### src/rtl/div_unit.sv
// div_unit: iterative restoring divider, one quotient bit per cycle, WIDTH-cycle latency.
// Signed DIV support is compiled in only when DIV_UNIT_SIGNED_EN is defined.
module div_unit #(
    parameter int WIDTH = 32
) (
    input  logic             clk,
    input  logic             resetn,
    input  logic             start,
    input  logic             is_signed,
    input  logic [WIDTH-1:0] dividend,
    input  logic [WIDTH-1:0] divisor,
    input  logic             cancel,
    output logic             busy,
    output logic             done,
    output logic [WIDTH-1:0] quotient,
    output logic [WIDTH-1:0] remainder,
    output logic             div_by_zero
);
    localparam int CW = $clog2(WIDTH);
    typedef enum logic [1:0] {IDLE, CALC, DONE} state_t;
    state_t state;
    logic [CW-1:0] cnt;
    logic [WIDTH-1:0] quo, rem, den, a_mag, b_mag, q_next, r_next, q_fin, r_fin;
    logic [WIDTH:0] sh;
    logic dz, ge, accept, last;
    assign busy = state == CALC;
    assign accept = start && !cancel && state != CALC;
    assign last = cnt == CW'(WIDTH - 1);
    // quo shifts the dividend out from the top while quotient bits enter at the bottom
    assign sh = {rem, quo[WIDTH-1]};
    assign ge = sh >= {1'b0, den};
    assign q_next = {quo[WIDTH-2:0], ge};
    assign r_next = ge ? WIDTH'(sh - {1'b0, den}) : sh[WIDTH-1:0];
`ifdef DIV_UNIT_SIGNED_EN
    logic sa, sb, neg_q, neg_r;
    assign sa = is_signed & dividend[WIDTH-1];
    assign sb = is_signed & divisor[WIDTH-1];
    assign a_mag = sa ? -dividend : dividend;
    assign b_mag = sb ? -divisor : divisor;
    assign q_fin = neg_q ? -q_next : q_next;
    assign r_fin = neg_r ? -r_next : r_next;
    always_ff @(posedge clk or negedge resetn) begin
        if (!resetn) begin
            neg_q <= 1'b0;
            neg_r <= 1'b0;
        end else if (accept) begin
            neg_q <= sa ^ sb;
            neg_r <= sa;
        end
    end
`else
    logic unused_sign;
    assign unused_sign = is_signed;
    assign a_mag = dividend;
    assign b_mag = divisor;
    assign q_fin = q_next;
    assign r_fin = r_next;
`endif
    always_ff @(posedge clk or negedge resetn) begin
        if (!resetn) begin
            state <= IDLE;
            cnt <= '0;
            done <= 1'b0;
            quotient <= '0;
            remainder <= '0;
            div_by_zero <= 1'b0;
            quo <= '0;
            rem <= '0;
            den <= '0;
            dz <= 1'b0;
        end else if (cancel) begin
            state <= IDLE;
            done <= 1'b0;
        end else if (accept) begin
            state <= CALC;
            cnt <= '0;
            done <= 1'b0;
            quo <= a_mag;
            rem <= '0;
            den <= b_mag;
            dz <= divisor == '0;
        end else if (state == CALC) begin
            quo <= q_next;
            rem <= r_next;
            cnt <= cnt + 1'b1;
            if (last) begin
                state <= DONE;
                done <= 1'b1;
                // a zero divisor leaves the dividend as remainder; only the quotient needs forcing
                quotient <= dz ? '1 : q_fin;
                remainder <= r_fin;
                div_by_zero <= dz;
            end
        end else begin
            state <= IDLE;
            done <= 1'b0;
        end
    end
endmodule

### config.mk
export PLATFORM = sky130hd
export DESIGN_NAME = div_unit
export DESIGN_NICKNAME = d
export VERILOG_FILES = /design/src/rtl/div_unit.sv
export SDC_FILE = /design/constraint.sdc
export NUM_CORES = 1
export LEC_CHECK = 0
export CORE_MARGIN = 3
export CORE_UTILIZATION = 40
export CTS_BUF_LIST = sky130_fd_sc_hd__clkbuf_16
export DETAILED_ROUTE_END_ITERATION = 7
export GPL_TIMING_DRIVEN = 0
export PLACE_DENSITY = 0.65
export SKIP_CTS_REPAIR_TIMING = 1
export SLEW_MARGIN = 0
export SYNTH_ARGS = -nofsm -noshare
export SYNTH_HDL_FRONTEND = slang
export SYNTH_SLANG_ARGS = --single-unit
export TNS_END_PERCENT = 100
### constraint.sdc
create_clock -name clk -period 4.2 [get_ports clk]
set_input_delay 0.84 -clock clk [delete_from_list [all_inputs] [get_ports clk]]
set_output_delay 0.84 -clock clk [all_outputs]
set_load 0.02 [all_outputs]
* After elaboration in Yosys (flattened, before gate mapping)
Index checks and enable logic that the tools add are counted.
** Storage, ports and cells
- Register bits :: 170
- Output and inout port bits :: 67
** Operators by class
- Add/subtract/negate cells :: 2
- $lt $le $gt $ge :: 1
- Equal/unequal tests :: 4
- Multiplexer cells :: 16
- Bitwise operators :: 2
- Reduce and logical (&&, ||, !) cells :: 8
** Operators with widths (count)
- two-way mux 32 bit :: 6
- greater-or-equal comparator 33 x 32 -> 1 bit :: 1
- logical NOT 32 bit :: 1
- subtractor 32 bit :: 1
- two-way mux 5 bit :: 2
- two-way mux 2 bit :: 4
- adder 5 x 1 -> 5 bit (second input constant) :: 1
- == test 5 bit (second input constant) :: 1
- two-way mux 1 bit :: 4
- != test 4 x 2 -> 1 bit (second input constant) :: 1
- AND reduction 2 bit :: 2
- AND reduction 4 bit :: 1
- == test 2 x 1 -> 1 bit (second input constant) :: 1
- logical AND 1 bit :: 2
- != test 2 x 1 -> 1 bit (second input constant) :: 1
- inverter 1 bit :: 2
- nonzero test 2 bit :: 1
- logical NOT 1 bit :: 1

* Logic depth before layout (Yosys ltp)
Gate-level depths: netlist (run 1).
- Word-level depth :: 5
- Mapped depth :: 14

* Worst setup path after synthesis (run 1)
OpenSTA, ideal clock, no wires.
- Path type :: register to register
- Start :: register quo[31]
- End :: register remainder[28]
- Data arrival time :: 2.810 ns
- Required time :: 4.117 ns
- Setup slack :: 1.307 ns
- Stages on the path, launching flop included :: 14
- Clock period less this slack :: 2.893 ns
- Path through :: dfrtp_1 inv_1 ha_1 inv_1 fa_1 a21o_1 a31o_2 a221oi_2 o21ai_1 a31o_2 a21o_1 a211oi_1 mux2i_1 o21ai_0
** Between the ends
- Longest elaborated chain between the ends :: 2
- Elaborated cells on any way between the ends :: 3
- Classes of those cells :: add/sub: 1; order compare: 1; mux: 1
** RTL lines
- start, declared :: line 23 : logic [WIDTH-1:0] quo, rem, den, a_mag, b_mag, q_next, r_next, q_fin, r_fin;
- start signal, assigned :: line 78 : quo <= a_mag;
- start signal, assigned :: line 83 : quo <= q_next;
- subtractor 32 bit or greater-or-equal comparator 33 x 32 -> 1 bit (tied branches) :: line 33, 31
- two-way mux 32 bit * :: line 33 : assign r_next = ge ? WIDTH'(sh - {1'b0, den}) : sh[WIDTH-1:0];
- end signal, assigned :: line 91 : remainder <= r_fin;
- end, declared :: line 16 : output logic [WIDTH-1:0] remainder,
Mark *: on every way between the ends. The rest lies on a longest branch, timed or not.
A chain may end at the register's enable or synchronous reset.

* Final worst setup path (run 1)
- Start :: register rem[25]
- End :: register remainder[30]
** Between the ends
- Longest elaborated chain between the ends :: 2
- Elaborated cells on any way between the ends :: 3
- Classes of those cells :: add/sub: 1; order compare: 1; mux: 1
** RTL lines
- start, declared :: line 23
- start signal, assigned :: line 84 : rem <= r_next;
- subtractor 32 bit or greater-or-equal comparator 33 x 32 -> 1 bit (tied branches) :: line 33, 31
- two-way mux 32 bit * :: line 33
Marked as above.

==> results summary, run 1 <==
The worst supply voltage drop on vdd is 0.266 mV. The first-pass iteration count of the detailed router came out at 5. The share of the synthesized area in compound gates (AO/OA/AOI/OAI) came out at 20.8%. The maximum fanout along the worst path is 10.

The remaining global-route overflow came out at 0. The total number of vias is 7,548. The power density of the placed cells is 368 nW/um^2. The fraction of layout instances using a drive strength above 1 is just under 4%.

The endpoint identified for the worst register-to-register timing path is remainder[30]. After the first detailed-routing iteration, the DRC count stood at 472. The CTS clock-pin slew for the worst setup and hold paths came out at 60 ps. The clock net sink count is 169. Setup repair after global routing left no endpoint under its margin. The origin of the critical flop-to-flop path is rem[25].

The die outline area is between 20,000 and 25,000 sq um. The area growth from synthesis to layout is 25.8%. CTS built an H-tree with a depth of 4. The type of the worst min-delay path is in2async. The wire length after detailed routing is 24,000 um. The residual DRC count came out at 0.

Once detail routing completed, the nets flagged for antenna violations numbered 0. Of the total synthesized cell area, the portion taken by full adders, half adders and majority gates is 5.10%. The gate count of the mapped netlist is 972. The initial antenna violation count is 0.

Counting flops and latches in the post-synthesis netlist gives 169. TritonCTS built the clock tree. met2 is the most crowded layer. Global routing used under 10% of the available met3 tracks. The worst slew margin relative to its limit came out at 50.5%. The final max-slew violation count came out at 0. The number of synthesis warnings is 0.

The buffer type at the clock tree root is sky130_fd_sc_hd__clkbuf_16. The net count after synthesis came out at roughly 1,100. The final estimated routing congestion in global placement is 0.880. The netlist area before placement came out at 8740 sq um. The met2 capacity usage during global routing came out at 31.0%. After synthesis, the cell types taking the most area are sky130_fd_sc_hd__dfrtp_1 48%, sky130_fd_sc_hd__nand2_1 9.6%, sky130_fd_sc_hd__o21ai_0 9.5%.

The accumulated negative setup slack is 0 ps. The dominant register cell in the synthesized netlist is sky130_fd_sc_hd__dfrtp_1. The transition time at the pin with the least slew margin is 743 ps.

The required time at the worst-slack endpoint came out at between 4000 and 5000 ps. STA classifies the critical path endpoint as a register. The critical path class is reg2reg. By count the netlist is led by 223 x sky130_fd_sc_hd__nand2_1, 169 x sky130_fd_sc_hd__dfrtp_1, 165 x sky130_fd_sc_hd__o21ai_0, 49 x sky130_fd_sc_hd__clkbuf_1, 44 x sky130_fd_sc_hd__inv_1. The number of top-level pins is 136. The shortest period the worst path allows came out at 3470 ps. Of the total synthesized cell area, the portion taken by AND, OR, NAND and NOR gates is 15.0%. The area of the placeable core is 21,200 sq um. After synthesis, the share of cell area in mux cells is under 10%. The antenna diode count came out at 0.

By area, the combinational part of the netlist is dominated by compound AO/OA/AOI/OAI gates. The later-pin clock latency in the skew report is 430 ps. Global routing consumed, on the met1 layer, 30.3% of the routing resources. The proportion of synthesized chip area in sequential cells came out at between 40% and 50%. The static leakage is 4.95 nW. The run finished with clean final reports. The total routing usage reported by global routing came out at 20.5%. The pin count of the biggest net entering global routing came out at 100. The row count came out at 53. The sum of internal, switching and leakage power is 4.04 mW. The die width came out at 154 um. In this run, synthesis inferred 0 flip-flops with an integrated enable.

For the worst flop-to-flop path, the logic depth is 13. The overall die height came out at 154 um. The number of violations of the max-capacitance limit is 0. The first global-routing pass estimated 39,200 um of wire. The number of buffers added by the clock tree synthesis step came out at 17.

For this run, asynchronously set or reset flops after synthesis account for 100%. The hold violation count in the final report is 0. The xor/xnor cell area share of the yosys netlist is 2.51%.

In this run the deepest clock path goes through 2 buffers. The effective utilization at floorplan came out at 41.2%. The worst-case register-to-register setup slack came out at about 730 ps.

Counting distinct cell types in the post-synthesis netlist gives 62. The arrival time reported for the critical path endpoint is 3760 ps. Summed over all instances, the cell type with the most area after synthesis is sky130_fd_sc_hd__dfrtp_1.

The net count of the finished layout is 1,230. The mean instance size in the synthesized netlist came out at 8.99 sq um. The post-route clock period utilization came out at 82.6%.

Dividing the detail-routed via count by the number of cells gives 5.34. The maximum clock rate came out at just under 300 MHz. The setup-violating endpoint count in the final report is 0. The number of global-route vias before repair was around 7,300. The HPWL after detailed placement is approximately 18,000 um.

The number of buffers added on ports came out at 134. On the final layout, the worst hold slack is 348 ps. The proportion of netlist area held by the largest area contributor came out at around half. STA classifies the critical path startpoint as a register. Among all cell types in the netlist, the one instantiated most often is sky130_fd_sc_hd__nand2_1. The clock skew after layout is 9.28 ps. The detail-routed net length per standard cell came out at 17.0 um.
==> area by class of cell <==
class | instances | area, sq um
Sequential cell | 169 | 4230
Multi-Input combinational cell | 701 | 4090
Fill cell | 2036 | 10200
Clock buffer | 17 | 425
Clock inverter | 15 | 109
Inverter | 44 | 165
Buffer | 58 | 250
Tap cell | 275 | 344
Timing Repair Buffer | 135 | 1370
==> flip-flops by register name, summed over array words and instances (netlist names) <==
signal and cells:
dz 1, div_by_zero 1, rem 32, quo 32, quotient 32, cnt 5, state 1, done 1
remainder 32, den 32
==> per-stage QoR <==
step	cells	instance area, sq um	setup WS (ps)	util (%)
2_1_floorplan	972	8740	1310	-
3_3_place_gp	1381	10400	-4900	49.1
3_5_place_dp	1382	10500	726	49.3
5_1_grt	1414	11000	490	51.8
6_report	1414	11000	731	51.8
4_1_cts	1414	11000	773	51.8
==> report_power, final <==
group / leakage (nW) / total (mW) / internal [mW] / switching [mW]
sequential: 2.26 / 1.83 / 1.76 / 0.0728
clock: 0.264 / 1.46 / 0.804 / 0.661
combinational: 2.43 / 0.744 / 0.297 / 0.447
total: 4.95 / 4.04 / 2.86 / 1.18
==> layout by cell type, fill, tap and decap left out, types with 3 or more instances in the layout <==
cell type | synthesis | final
sky130_fd_sc_hd__clkbuf_1 | 49 | 49
sky130_fd_sc_hd__nand2b_1 | 4 | 4
sky130_fd_sc_hd__buf_1 | 3 | 3
sky130_fd_sc_hd__clkinv_1 | 0 | 6
sky130_fd_sc_hd__or3_1 | 5 | 5
sky130_fd_sc_hd__nand2_1 | 223 | 223
sky130_fd_sc_hd__a211oi_1 | 7 | 7
sky130_fd_sc_hd__nand3_1 | 7 | 7
sky130_fd_sc_hd__o21bai_1 | 5 | 5
sky130_fd_sc_hd__nand4_1 | 9 | 9
sky130_fd_sc_hd__o21ai_0 | 165 | 165
sky130_fd_sc_hd__and2_1 | 3 | 3
sky130_fd_sc_hd__nor4_1 | 8 | 8
sky130_fd_sc_hd__o31ai_1 | 3 | 3
sky130_fd_sc_hd__o21ai_1 | 7 | 7
sky130_fd_sc_hd__clkbuf_16 | 0 | 17
sky130_fd_sc_hd__a41oi_1 | 4 | 4
sky130_fd_sc_hd__clkdlybuf4s50_1 | 0 | 133
sky130_fd_sc_hd__a21oi_1 | 36 | 36
sky130_fd_sc_hd__inv_1 | 44 | 45
sky130_fd_sc_hd__xnor2_1 | 15 | 15
sky130_fd_sc_hd__a21o_1 | 12 | 12
sky130_fd_sc_hd__nor3_1 | 7 | 7
sky130_fd_sc_hd__ha_1 | 34 | 34
sky130_fd_sc_hd__and3_1 | 7 | 7
sky130_fd_sc_hd__xor2_1 | 10 | 10
sky130_fd_sc_hd__nor2b_1 | 8 | 8
sky130_fd_sc_hd__nor2_1 | 22 | 22
sky130_fd_sc_hd__buf_6 | 4 | 4
sky130_fd_sc_hd__dfrtp_1 | 169 | 169
sky130_fd_sc_hd__a22oi_1 | 32 | 32
sky130_fd_sc_hd__o21a_1 | 3 | 3
sky130_fd_sc_hd__mux2i_1 | 27 | 27
==> routing by layer <==
metal	up-vias	part of all wire, %
met5	-	0
met4	0	1.7
met3	24	4.4
met2	172	46
met1	3661	48
li1	3691	-
==> how the worst max path moves through the flow <==
| stage | from | to | slack [ps] | depth (start not counted) |
|---|---|---|---|---|
| global placement | resetn | den[10] | -4900 | 1 |
| finish | rem[25] | remainder[30] | 730 | 13 |
| CTS | rem[25] | rem[30] | 770 | 13 |
| floorplan | quo[31] | remainder[28] | 1310 | 13 |
| global route | rem[25] | rem[30] | 490 | 13 |
| detailed placement | cancel | quotient[28] | 730 | 9 |
==> kinds of logic after synthesis <==
group	Yosys count
DFF	169
adders and majority gates	35
muxes	29
xor gates and xnor gates	25
buffers and inverters	102
AOI/OAI and AO/OA	303
and+or+nand+nor	309
==> worst max-delay path, cell delays in order (launching register included) <==
cell                       delay, ps
sky130_fd_sc_hd__dfrtp_1         440
sky130_fd_sc_hd__ha_1            300
sky130_fd_sc_hd__buf_2           190
sky130_fd_sc_hd__and3_1          170
sky130_fd_sc_hd__clkbuf_1        230
sky130_fd_sc_hd__nand4_1         230
sky130_fd_sc_hd__nor3_1          230
sky130_fd_sc_hd__nand4_1         140
sky130_fd_sc_hd__and2_1          180
sky130_fd_sc_hd__clkbuf_1        250
sky130_fd_sc_hd__nand2_4         250
sky130_fd_sc_hd__buf_6           220
sky130_fd_sc_hd__mux2i_1         360
sky130_fd_sc_hd__o21ai_0         140
No activity file was read; power rests on OpenSTA's default activity.
==> run 2: changes to the inputs <==
==> constraint.sdc (replaced) <==
create_clock -name clk -period 3.3 [get_ports clk]
set_input_delay 0.66 -clock clk [delete_from_list [all_inputs] [get_ports clk]]
set_output_delay 0.66 -clock clk [all_outputs]
set_load 0.02 [all_outputs]
==> results summary, run 2 (same netlist as run 1, synthesis figures left out) <==
The final estimated routing congestion in global placement came out at 0.880. Once layout is done, the placed cells without fillers occupy 11,100 sq um. The later-pin clock latency in the skew report came out at 430 ps. The tightest hold path in the finished design has a slack of around 170 ps.

The worst setup path is captured at a register. The setup check on the worst reg-to-reg path leaves a slack of 130 ps. From left edge to right edge, the die measures 154 um.

The number of top-level pins is 136. The overall die height came out at 154 um. The worst slack after detailed placement came out at -107 ps. The area of the placeable core came out at 21,200 sq um. The antenna diode count is 0. After detailed routing, the number of remaining DRC violations is 0. STA classifies the critical path startpoint as a register.

The clock passes through at most 2 buffers. The total cell area at the placement stage is about 10,000 sq um. The worst setup path is of the reg2reg kind.

After detailed routing, the average wire length per cell comes to 17.1 um. The HPWL after detailed placement is 17,800 um. The number of violations of the max-capacitance limit is 0. The final max-slew violation count came out at 0.

The clock net sink count is ~170. For the pin with the worst max-slew slack, the measured transition is 720 ps. Setup violations remaining at the end of the flow were counted as 0. The fraction of layout instances using a drive strength above 1 came out at 6.12%. The violation count after the first detailed-routing iteration is 498. The global-route wire length before repair came out at 39,200 um. The buffer type at the clock tree root is sky130_fd_sc_hd__clkbuf_16. STA puts the critical path data arrival time at 3460 ps.

The number of buffers added on ports came out at 134. Measured against its own limit, the worst slew margin works out to 52.0%. The maximum fanout along the worst path came out at 7. The first-pass iteration count of the detailed router came out at 5.

The total routing usage reported by global routing came out at 20.5%. In the layout the commonest cells are 223 x sky130_fd_sc_hd__nand2_1, 169 x sky130_fd_sc_hd__dfrtp_1, 162 x sky130_fd_sc_hd__o21ai_0. The shortest period the worst path allows is roughly 3200 ps.

Buffers inserted during clock tree synthesis total 17. The post-route clock period utilization came out at 96.1%. In this run the remaining antenna-violating nets after routing total 0. The flow ran to the end, and the final reports show no timing, DRC or antenna violations. The initial antenna violation count came out at 0.

The power density of the placed cells came out at 465 nW/um^2. The global routing usage on met3 is 3.46%. TritonCTS built the clock tree. The clock skew after layout is 9.73 ps.

The hold violation count in the final report came out at 0. The worst setup slack after layout came out at 129 ps. For met1 alone, demand over resource in global routing was 30.3%. The worst supply voltage drop on vdd came out at 0.328 mV. The floorplan has 53 rows. The final net count came out at roughly 1,200.

Global routing consumed, on the met2 layer, 31.0% of the routing resources. The total overflow left after global routing is 0. In this run the static leakage power is 4.99 nW. The pin count of the biggest net entering global routing came out at 100. The die outline area came out at 23,600 sq um. The maximum clock rate came out at 315 MHz. From synthesis to final layout, the design area changed by 27.4%. The required time at the worst-slack endpoint is 3590 ps.

The via count normalized by instance count came out at around 5.4. The CTS clock-pin slew for the worst setup and hold paths came out at around 60 ps. The number of global-route vias before repair is 7,325. The total number of vias came out at 7,617. The wire length after detailed routing came out at between 20,000 and 25,000 um. The effective utilization at floorplan came out at 41.2%. The clock tree synthesis step divided the H-tree into 4 levels. After layout, the design draws a total of between 5 and 6 mW. The most common cell after layout, fill and taps aside is sky130_fd_sc_hd__nand2_1.

The type of the worst min-delay path is in2async. The most heavily used metal layer in global routing is met2.
run 2: path summary, 6_finish.rpt:
check                                to        start  depth (start not counted)
min reg2reg                 quotient[5]  quotient[5]                          2
max                        remainder[1]      rem[17]                         11
max reg2reg                remainder[1]      rem[17]                         11
min                         quotient[6]       resetn                          1
max in group asynchronous       den[11]       resetn                          2
min in group clk            quotient[5]  quotient[5]                          2
run 2: final cells by class:
cell class	instances	area [sq um]
Buffer	56	243
Clock buffer	17	425
Clock inverter	15	109
Fill cell	2036	10100
Inverter	44	165
Multi-Input combinational cell	701	4190
Sequential cell	169	4230
Tap cell	275	344
Timing Repair Buffer	142	1430
run 2: worst max-delay path, stage by stage, from the launching register on:
cell,delay [ps]
sky130_fd_sc_hd__dfrtp_1,410
sky130_fd_sc_hd__ha_1,420
sky130_fd_sc_hd__a21oi_2,220
sky130_fd_sc_hd__o21a_1,160
sky130_fd_sc_hd__o31ai_1,80
sky130_fd_sc_hd__a21o_1,210
sky130_fd_sc_hd__a311o_1,390
sky130_fd_sc_hd__or2_1,260
sky130_fd_sc_hd__buf_6,130
sky130_fd_sc_hd__a21oi_4,270
sky130_fd_sc_hd__mux2i_2,340
sky130_fd_sc_hd__o21ai_0,140
run 2: per-stage QoR:
step | TNS (ps) | cells | utilization [%]
2_1_floorplan | 0 | 972 | -
3_3_place_gp | -948520 | 1381 | 49.1
3_5_place_dp | -559 | 1382 | 49.3
4_1_cts | -890 | 1414 | 51.8
5_1_grt | -28.3 | 1419 | 52.5
6_report | 0 | 1419 | 52.5
run 2: report_power, final:
group          internal [mW]  switching, mW
combinational          0.388          0.587
sequential              2.24         0.0933
clock                   1.02          0.842
total                   3.65           1.52
run 2: metal layers:
layer / up-vias / part of all wire [%]
met5: - / 0
met4: 0 / 1.8
met3: 29 / 4.6
met2: 173 / 46
met1: 3721 / 48
li1: 3694 / -
==> run 3: changes to the inputs <==
--- a/config.mk
+++ b/config.mk
@@ -5,6 +5,7 @@
 export SDC_FILE = /design/constraint.sdc
 export NUM_CORES = 1
 export LEC_CHECK = 0
+export CAP_MARGIN = 20
 export CORE_MARGIN = 3
 export CORE_UTILIZATION = 40
 export CTS_BUF_LIST = sky130_fd_sc_hd__clkbuf_16
==> results of run 3 <==
Same layout as run 2: the final DEF is identical, and so are final timing and power.
